==> config.mk <==
export PLATFORM = sky130hd
export DESIGN_NAME = display_scan_flat
export DESIGN_NICKNAME = d
export VERILOG_FILES = /design/src/rtl/display_scan_if.sv /design/src/rtl/display_scan.sv /design/src/flat_wrapper.sv
export SDC_FILE = /design/constraint.sdc
export NUM_CORES = 1
export LEC_CHECK = 0
export BUFFER_PORTS_ARGS = -buffer_cell sky130_fd_sc_hd__buf_4
export CORE_MARGIN = 2
export CORE_UTILIZATION = 59
export DETAILED_ROUTE_END_ITERATION = 8
export HOLD_SLACK_MARGIN = 0.1
export PLACE_DENSITY = 0.86
export SYNTH_ARGS = -nofsm -noshare
export SYNTH_HDL_FRONTEND = slang
export SYNTH_SLANG_ARGS = --single-unit
export TNS_END_PERCENT = 1
==> constraint.sdc <==
create_clock -name clk_sys -period 8.1 [get_ports clk_sys]
set_input_delay 0.81 -clock clk_sys [delete_from_list [all_inputs] [get_ports clk_sys]]
set_output_delay 0.81 -clock clk_sys [all_outputs]
set_load 0.02 [all_outputs]
==> src/rtl/display_scan_if.sv <==
// Front-panel display bus: formatted digit data in, multiplexed DIG/SEG pin drive out.
interface display_scan_if #(
  parameter int DIGITS   = 8,
  parameter int PWM_BITS = 4
);
  logic                  enable;
  logic [8*DIGITS-1:0]   seg_in;
  logic [DIGITS-1:0]     blink_mask;
  logic [PWM_BITS-1:0]   brightness;
  logic [DIGITS-1:0]     dig;
  logic [7:0]            seg;
  logic                  frame_tick;

  modport master (
    output enable, seg_in, blink_mask, brightness,
    input  dig, seg, frame_tick
  );

  modport slave (
    input  enable, seg_in, blink_mask, brightness,
    output dig, seg, frame_tick
  );
endinterface

==> src/rtl/display_scan.sv <==
// Multiplexed 7-segment scanner with per-digit blink, PWM brightness and a
// blank interval at the start of every digit slot; all pins are registered.
module display_scan #(
  parameter int CLK_HZ         = 50_000_000,
  parameter int DIGITS         = 8,
  parameter int REFRESH_HZ     = 1000,
  parameter int BLANK_CYCLES   = 16,
  parameter int PWM_BITS       = 4,
  parameter int BLINK_HZ       = 2,
  parameter int DIG_ACTIVE_LOW = 1,
  parameter int SEG_ACTIVE_LOW = 1
) (
  input  logic           clk_sys,
  input  logic           reset,
  display_scan_if.slave  bus
);
  localparam int DIV   = CLK_HZ / (REFRESH_HZ * DIGITS);
  localparam int ON    = DIV - BLANK_CYCLES;
  localparam int SLICE = ON >> PWM_BITS;
  localparam int BHALF = CLK_HZ / (2 * BLINK_HZ);
  localparam int SW    = $clog2(DIV + 1);
  localparam int IW    = $clog2(DIGITS);
  localparam int BW    = $clog2(BHALF + 1);
  localparam int TW    = SW + PWM_BITS;

  localparam logic [DIGITS-1:0] DIG_OFF = {DIGITS{DIG_ACTIVE_LOW != 0}};
  localparam logic [7:0]        SEG_OFF = {8{SEG_ACTIVE_LOW != 0}};

  if (DIV < BLANK_CYCLES + (1 << PWM_BITS)) begin : g_bad_cfg
    $error("display_scan: slot too short for blank interval plus PWM steps");
  end

  typedef enum logic {S_BLANK, S_ON} state_e;

  state_e                state_q, state_d;
  logic [SW-1:0]         slot_q, slot_d;
  logic [IW-1:0]         idx_q, idx_d;
  logic [BW-1:0]         bcnt_q, bcnt_d;
  logic                  phase_q, phase_d;
  logic [7:0]            lseg_q, lseg_d;
  logic                  lblink_q, lblink_d;
  logic [PWM_BITS-1:0]   lbri_q, lbri_d;
  logic                  lphase_q, lphase_d;
  logic [DIGITS-1:0]     dig_q, dig_d;
  logic [7:0]            seg_q, seg_d;
  logic                  ft_q, ft_d;
  logic [TW-1:0]         off;
  logic [TW-1:0]         thr;
  logic                  lit;

  always_comb begin
    slot_d   = slot_q + 1'b1;
    idx_d    = idx_q;
    bcnt_d   = bcnt_q + 1'b1;
    phase_d  = phase_q;
    lseg_d   = lseg_q;
    lblink_d = lblink_q;
    lbri_d   = lbri_q;
    lphase_d = lphase_q;

    if (slot_q == SW'(DIV - 1)) begin
      slot_d = '0;
      idx_d  = (idx_q == IW'(DIGITS - 1)) ? '0 : idx_q + 1'b1;
    end

    if (bcnt_q == BW'(BHALF - 1)) begin
      bcnt_d  = '0;
      phase_d = ~phase_q;
    end

    state_d = (slot_d < SW'(BLANK_CYCLES)) ? S_BLANK : S_ON;

    // Blink phase is captured with the data so a toggle darkens whole slots only.
    if (slot_q == '0) begin
      lseg_d   = bus.seg_in[8*idx_q +: 8];
      lblink_d = bus.blink_mask[idx_q];
      lbri_d   = bus.brightness;
      lphase_d = phase_q;
    end

    off = TW'(slot_q) - TW'(BLANK_CYCLES);
    thr = TW'(lbri_q) * TW'(SLICE);
    lit = bus.enable && (state_q == S_ON) && (off < thr) && !(lblink_q && lphase_q);

    dig_d = (lit ? (DIGITS'(1) << idx_q) : '0) ^ DIG_OFF;
    seg_d = (lit ? lseg_q : '0) ^ SEG_OFF;
    ft_d  = (slot_q == '0) && (idx_q == '0);
  end

  always_ff @(posedge clk_sys) begin
    if (reset) begin
      state_q  <= S_BLANK;
      slot_q   <= '0;
      idx_q    <= '0;
      bcnt_q   <= '0;
      phase_q  <= 1'b0;
      lseg_q   <= '0;
      lblink_q <= 1'b0;
      lbri_q   <= '0;
      lphase_q <= 1'b0;
      dig_q    <= DIG_OFF;
      seg_q    <= SEG_OFF;
      ft_q     <= 1'b0;
    end else begin
      state_q  <= state_d;
      slot_q   <= slot_d;
      idx_q    <= idx_d;
      bcnt_q   <= bcnt_d;
      phase_q  <= phase_d;
      lseg_q   <= lseg_d;
      lblink_q <= lblink_d;
      lbri_q   <= lbri_d;
      lphase_q <= lphase_d;
      dig_q    <= dig_d;
      seg_q    <= seg_d;
      ft_q     <= ft_d;
    end
  end

  assign bus.dig        = dig_q;
  assign bus.seg        = seg_q;
  assign bus.frame_tick = ft_q;
endmodule

==> src/flat_wrapper.sv <==
// flat-port wrapper written by rule: the top's interface ports become plain ports
module display_scan_flat 
#(
  parameter int CLK_HZ         = 50_000_000,
  parameter int DIGITS         = 8,
  parameter int REFRESH_HZ     = 1000,
  parameter int BLANK_CYCLES   = 16,
  parameter int PWM_BITS       = 4,
  parameter int BLINK_HZ       = 2,
  parameter int DIG_ACTIVE_LOW = 1,
  parameter int SEG_ACTIVE_LOW = 1
)
  (clk_sys, reset, bus_enable, bus_seg_in, bus_blink_mask, bus_brightness, bus_dig, bus_seg, bus_frame_tick);
  display_scan_if #(.DIGITS(DIGITS), .PWM_BITS(PWM_BITS)) bus_i ();
  input  logic clk_sys;
  input  logic reset;
  input wire logic [$bits(bus_i.enable)-1:0] bus_enable;
  input wire logic [$bits(bus_i.seg_in)-1:0] bus_seg_in;
  input wire logic [$bits(bus_i.blink_mask)-1:0] bus_blink_mask;
  input wire logic [$bits(bus_i.brightness)-1:0] bus_brightness;
  output wire logic [$bits(bus_i.dig)-1:0] bus_dig;
  output wire logic [$bits(bus_i.seg)-1:0] bus_seg;
  output wire logic [$bits(bus_i.frame_tick)-1:0] bus_frame_tick;
  assign bus_i.enable = bus_enable;
  assign bus_i.seg_in = bus_seg_in;
  assign bus_i.blink_mask = bus_blink_mask;
  assign bus_i.brightness = bus_brightness;
  assign bus_dig = bus_i.dig;
  assign bus_seg = bus_i.seg;
  assign bus_frame_tick = bus_i.frame_tick;
  display_scan #(.CLK_HZ(CLK_HZ), .DIGITS(DIGITS), .REFRESH_HZ(REFRESH_HZ), .BLANK_CYCLES(BLANK_CYCLES), .PWM_BITS(PWM_BITS), .BLINK_HZ(BLINK_HZ), .DIG_ACTIVE_LOW(DIG_ACTIVE_LOW), .SEG_ACTIVE_LOW(SEG_ACTIVE_LOW)) u_core (.clk_sys(clk_sys), .reset(reset), .bus(bus_i));
endmodule
# After elaboration in Yosys (flattened, before gate mapping)
# Index checks and enable logic that the tools add are counted.
# word_totals
inputBits,79
output_inout_bits,17
wordCells,44
ff_bits,73
# classes
magnitude_cmp,3
n_addsub,4
eq_ne,3
bitwise_logic,3
n_mul,1
n_reduce_logical,9
mux,7
n_shift,2
# op_table
operator,n
64-bit by 7-bit variable part select with 8-bit output,1
"24-bit by 1-bit adder with 24-bit output, second input constant",1
"24-bit equality test, second input constant",1
17-bit by 13-bit less-than comparator with 1-bit output,1
8-bit 2-to-1 mux,2
8-bit inverter,2
"13-bit by 5-bit subtractor with 14-bit output, second input constant",1
"13-bit by 1-bit adder with 13-bit output, second input constant",1
"13-bit equality test, second input constant",1
13-bit zero test,1
"13-bit by 5-bit less-than comparator with 1-bit output, second input constant",1
"4-bit by 9-bit multiplier with 13-bit output, second input constant",1
13-bit 2-to-1 mux,1
"1-bit by 3-bit left shift with 8-bit output, first input constant",1
1-bit logical AND,5
"3-bit by 4-bit less-than comparator with 1-bit output, second input constant",1
"3-bit by 1-bit adder with 3-bit output, second input constant",1
1-bit binary-select mux with 3-bit select,1
"3-bit equality test, second input constant",1
3-bit zero test,1
3-bit 2-to-1 mux,1
1-bit 2-to-1 mux,2
2-bit OR reduction,1
1-bit zero test,1
1-bit inverter,1

# Logic depth before layout (Yosys ltp)
# depth
depth_word,6
ltp_mapped,13
ltp_nobuf,12

# Worst setup path after synthesis
# Ideal clock, no wire load.
# synth_timing
path_type,register -> register
startpoint,register u_core.lbri_q[2]
endpoint,register u_core.dig_q[3] (netlist: u_core.bus.dig[3])
setup_ps,134
arrival_ps,2700
required_ps,7966
stages_incl_launch_ff,14
slack_ps,5266
path_cell_list,dfxtp_1 inv_1 ha_1 inv_1 ha_1 ha_1 inv_1 ha_1 a21o_1 a21o_1 a221oi_1 o221a_2 buf_2 nand3_1
# synth_via
elab_chain_cells,6
# synth_lines
element,line_no,source
"start, declared",display_scan.sv:42,"logic [PWM_BITS-1:0] lbri_q, lbri_d;"
"start signal, assigned",display_scan.sv:112,lbri_q <= lbri_d;
4-bit by 9-bit multiplier with 13-bit output,display_scan.sv:82,thr = TW'(lbri_q) * TW'(SLICE);
17-bit by 13-bit less-than comparator with 1-bit output,display_scan.sv:83,lit = bus.enable && (state_q == S_ON) && (off < thr) && !(lblink_q && lphase_q);
1-bit logical AND (2 in series),display_scan.sv:83,
8-bit 2-to-1 mux,display_scan.sv:85,dig_d = (lit ? (DIGITS'(1) << idx_q) : '0) ^ DIG_OFF;
8-bit inverter (no line),--,
"end signal, assigned",display_scan.sv:114,dig_q <= dig_d;
"end, declared",display_scan.sv:44,"logic [DIGITS-1:0] dig_q, dig_d;"
# No other way between the ends.
# A chain may end at the register's enable or synchronous reset.

# Worst setup path in the final report
# layout_timing
startpoint,register u_core.slot_q[4]
endpoint,register u_core.dig_q[0] (netlist: u_core.bus.dig[0])
# layout_via
elab_chain_cells,6
# layout_lines
element,line_no,source
"start, declared",display_scan.sv:36,"logic [SW-1:0] slot_q, slot_d;"
"start signal, assigned",display_scan.sv:106,slot_q <= slot_d;
13-bit by 5-bit subtractor with 14-bit output,display_scan.sv:81,off = TW'(slot_q) - TW'(BLANK_CYCLES);
17-bit by 13-bit less-than comparator with 1-bit output,display_scan.sv:83,
1-bit logical AND (2 in series),display_scan.sv:83,
8-bit 2-to-1 mux,display_scan.sv:85,
8-bit inverter (no line),--,
# No other way between the ends.

==> reports/metrics.cfg <==
[synthesis]
synth_compound_area_share_pct=6.15
yosys.area_share.simple_pct=21.1
post-synth-top-count-cell=dfxtp_1
synth_mux_area_share_pct=11.7
netlist.area_leader.share_pct=34.1
synthTopCellsByCount=dfxtp_1, nor2_1, ha_1
ys.flop_type=dfxtp_1
synth_area_um2=4290
synth_cells=445
ys_types=52
synth_xor_area_share_pct=9.39
synthArstFlopShare_pct=0
synth_edf_count=0
synth_top_family_by_area=simple AND/OR/NAND/NOR gates
synth-seq-area-share_pct=34.1
syn_nets=564
yosysWarningCount=0
ys_ff_latch=73
synth_fa_ha_area_share_pct=11.7
syn_area_per_cell_um2=9.64
synth_top_area_cell=dfxtp_1
yosys-top-cells-area=dfxtp_1, ha_1, mux4_2

[critical_path]
r2r.worst_path.cells=11
cp-start-kind=flip-flop
cpMaxStageDelayCell=o221a_2
critical_path_class=flip-flop to flip-flop
worstPathRequired_ns=8.30
path_delay_family=compound AO/OA/AOI/OAI gates
crit_arrival_ns=3.31
slowest_delay_ns=0.44
cp_cell_sequence=inv_1 -> ha_1 -> nor3b_1 -> nand2_1 -> xnor2_1 -> ha_1 -> a21o_1 -> a21o_1 -> a221oi_1 -> o221a_2 -> nand4_1
end_kind=flip-flop
crit_buf_inv=1
cp_num_cells=11
cp_max_fo=16

[timing]
setup_violations=0
clock.fmax_mhz=322
rsz0062_at_grt=no
finClkSkew_ns=0.00984
period_needed_ns=3.10
tns_ns=0
hold_violations=0
finalMaxSlewViolations=0
worst_hold_slack_ns=0.395
worstMarginPinSlew_ns=1.24
period_share_pct=38.3
maxSlewHeadroom_pct=16.7

[clock_tree]
clk_pin_slew_ns=0.09
clk_path_buf_depth=2
insertion_delay_ns=0.36
cts_made_buffers=9
cts_setup_buffers=0
clock_tree.root_cell=clkbuf_8
cts_tree=built
postCtsHoldBufs=0
htree_levels=3
cts_resized=0
cts.sink_count=73

[layout]
drive_above_1_share_pct=27.3
finish.utilization_pct=72.2
multiInputGateArea_um2=2570
syn_to_final_growth_pct=20.1
fin_cells=631
final-seq-area_um2=1460
fin_nets=646
antenna_cells=0
n_fill_cell=543

[die]
rows=31
ios=96
start_util_pct=60.1
core-area_um2=7140
die_area_um2=7970
die_h_um=89.3
die-width_um=89.3

[power_and_ir_drop]
power_density_nw_per_um2=146
power.leakage_nw=2.15
design_power_total_mw=0.755
ir_drop_v=0.0000916

[global_routing]
grt_usage_pct=26.8
antenna_found_initial=0
grt_pass1_wl_um=16300
grt_pass1_vias=3431
overflow=0
grt_max_degree=25

[drt]
via_per_inst=5.67
wire_per_inst_um=16.5
first_pass_iters=5
drtAntennaViolNets=0
wl_um=10400
drtIter0Drc=205
vias=3579
drc=0

[placement]
port-buffer-count=95
gp_congestion=0.982
hpwl_um=7650
placed_cells=615

[hold_path]
hold_class=flip-flop to flip-flop
hold_path_depth=1

[outcome]
status=completed

[run]
max_cap_viol_count=0

final timing paths:
path / endpoint / slack, ns / from
setup / recovery: u_core.bus.dig[0] / 5.00 / u_core.slot_q[4]
setup reg to reg: u_core.bus.dig[0] / 5.00 / u_core.slot_q[4]
hold reg to reg: u_core.bus.seg[0] / 0.40 / u_core.lseg_q[0]
hold / removal: u_core.bus.seg[0] / 0.40 / u_core.lseg_q[0]
where the power goes:
| part | leakage (nW) | internal (mW) | switching, mW |
|---|---|---|---|
| Sequential | 0.593 | 0.369 | 0.00996 |
| Combinational | 1.46 | 0.0568 | 0.0466 |
| Clock | 0.0888 | 0.117 | 0.155 |
| Total | 2.15 | 0.543 | 0.212 |
sequential cells by signal (all words and copies together), names as in the netlist, 3 cells and up:
register	count
u_core.bcnt_q	24
u_core.slot_q	13
u_core.bus.dig	8
u_core.bus.seg	8
u_core.lseg_q	8
u_core.lbri_q	4
u_core.idx_q	3
logic make-up (layout without fill, tap and decap cells):
family,after synthesis,in the layout
AO/OA/AOI/OAI,31,31
XOR/XNOR,46,46
adder cells (fa/ha/maj),40,40
buffers and inverters,48,135
flip-flops,73,73
multiplexers,27,27
AND/OR/NAND/NOR,180,180
layout by cell type, fill, tap and decap left out, types with 4 or more instances in the layout:
cell      netlist  final
buf_4           4     96
dfxtp_1        73     73
nor2_1         64     64
ha_1           40     40
nand2_1        34     34
nand3_1        25     25
xnor2_1        24     24
inv_1          22     22
xor2_1         22     22
mux4_2         18     18
nand4_1        17     17
clkbuf_8        1      9
mux2i_1         8      8
nor3_1          7      7
a21oi_1         5      5
and4_1          5      5
a21o_1          5      5
a311oi_2        5      5
and3_1          4      4
a311oi_1        4      4
metrics by stage:
step / cell area (µm²) / setup WS (ns)
CTS: 5150 / 4.99
global placement: 4970 / 5.18
detailed placement: 4970 / 5.00
finish: 5150 / 5.00
global route: 5150 / 4.78
floorplan: 4290 / 5.27
worst register-to-register path: cells and delay by family (launching register included):
| kind | cells | cell delay, ns |
|---|---|---|
| compound gates | 4 | 1.02 |
| flops | 1 | 0.36 |
| buf+inv | 1 | 0.18 |
| fa+ha+maj | 2 | 0.55 |
| xor+xnor | 1 | 0.16 |
| simple gates | 3 | 0.68 |
area by class of cell:
type                       count  share of cell area (%)
multi-input combinational    324                    50.0
clock buffer                   9                    2.40
inverter                      23                    1.68
timing repair buffer          96                    14.0
tap                           99                    2.40
clock inverter                 7                    1.19
sequential                    73                    28.4
layer usage:
layer  global-route usage [%]  vias to the layer above  part of all wire, %
li1                         -                     1726                    -
met1                     33.7                     1720                   40
met2                     44.0                      116                   52
met3                     8.22                       17                  6.5
met4                     9.36                        0                  1.4
met5                        0                        -                    0
No activity file was read; power rests on OpenSTA's default activity.
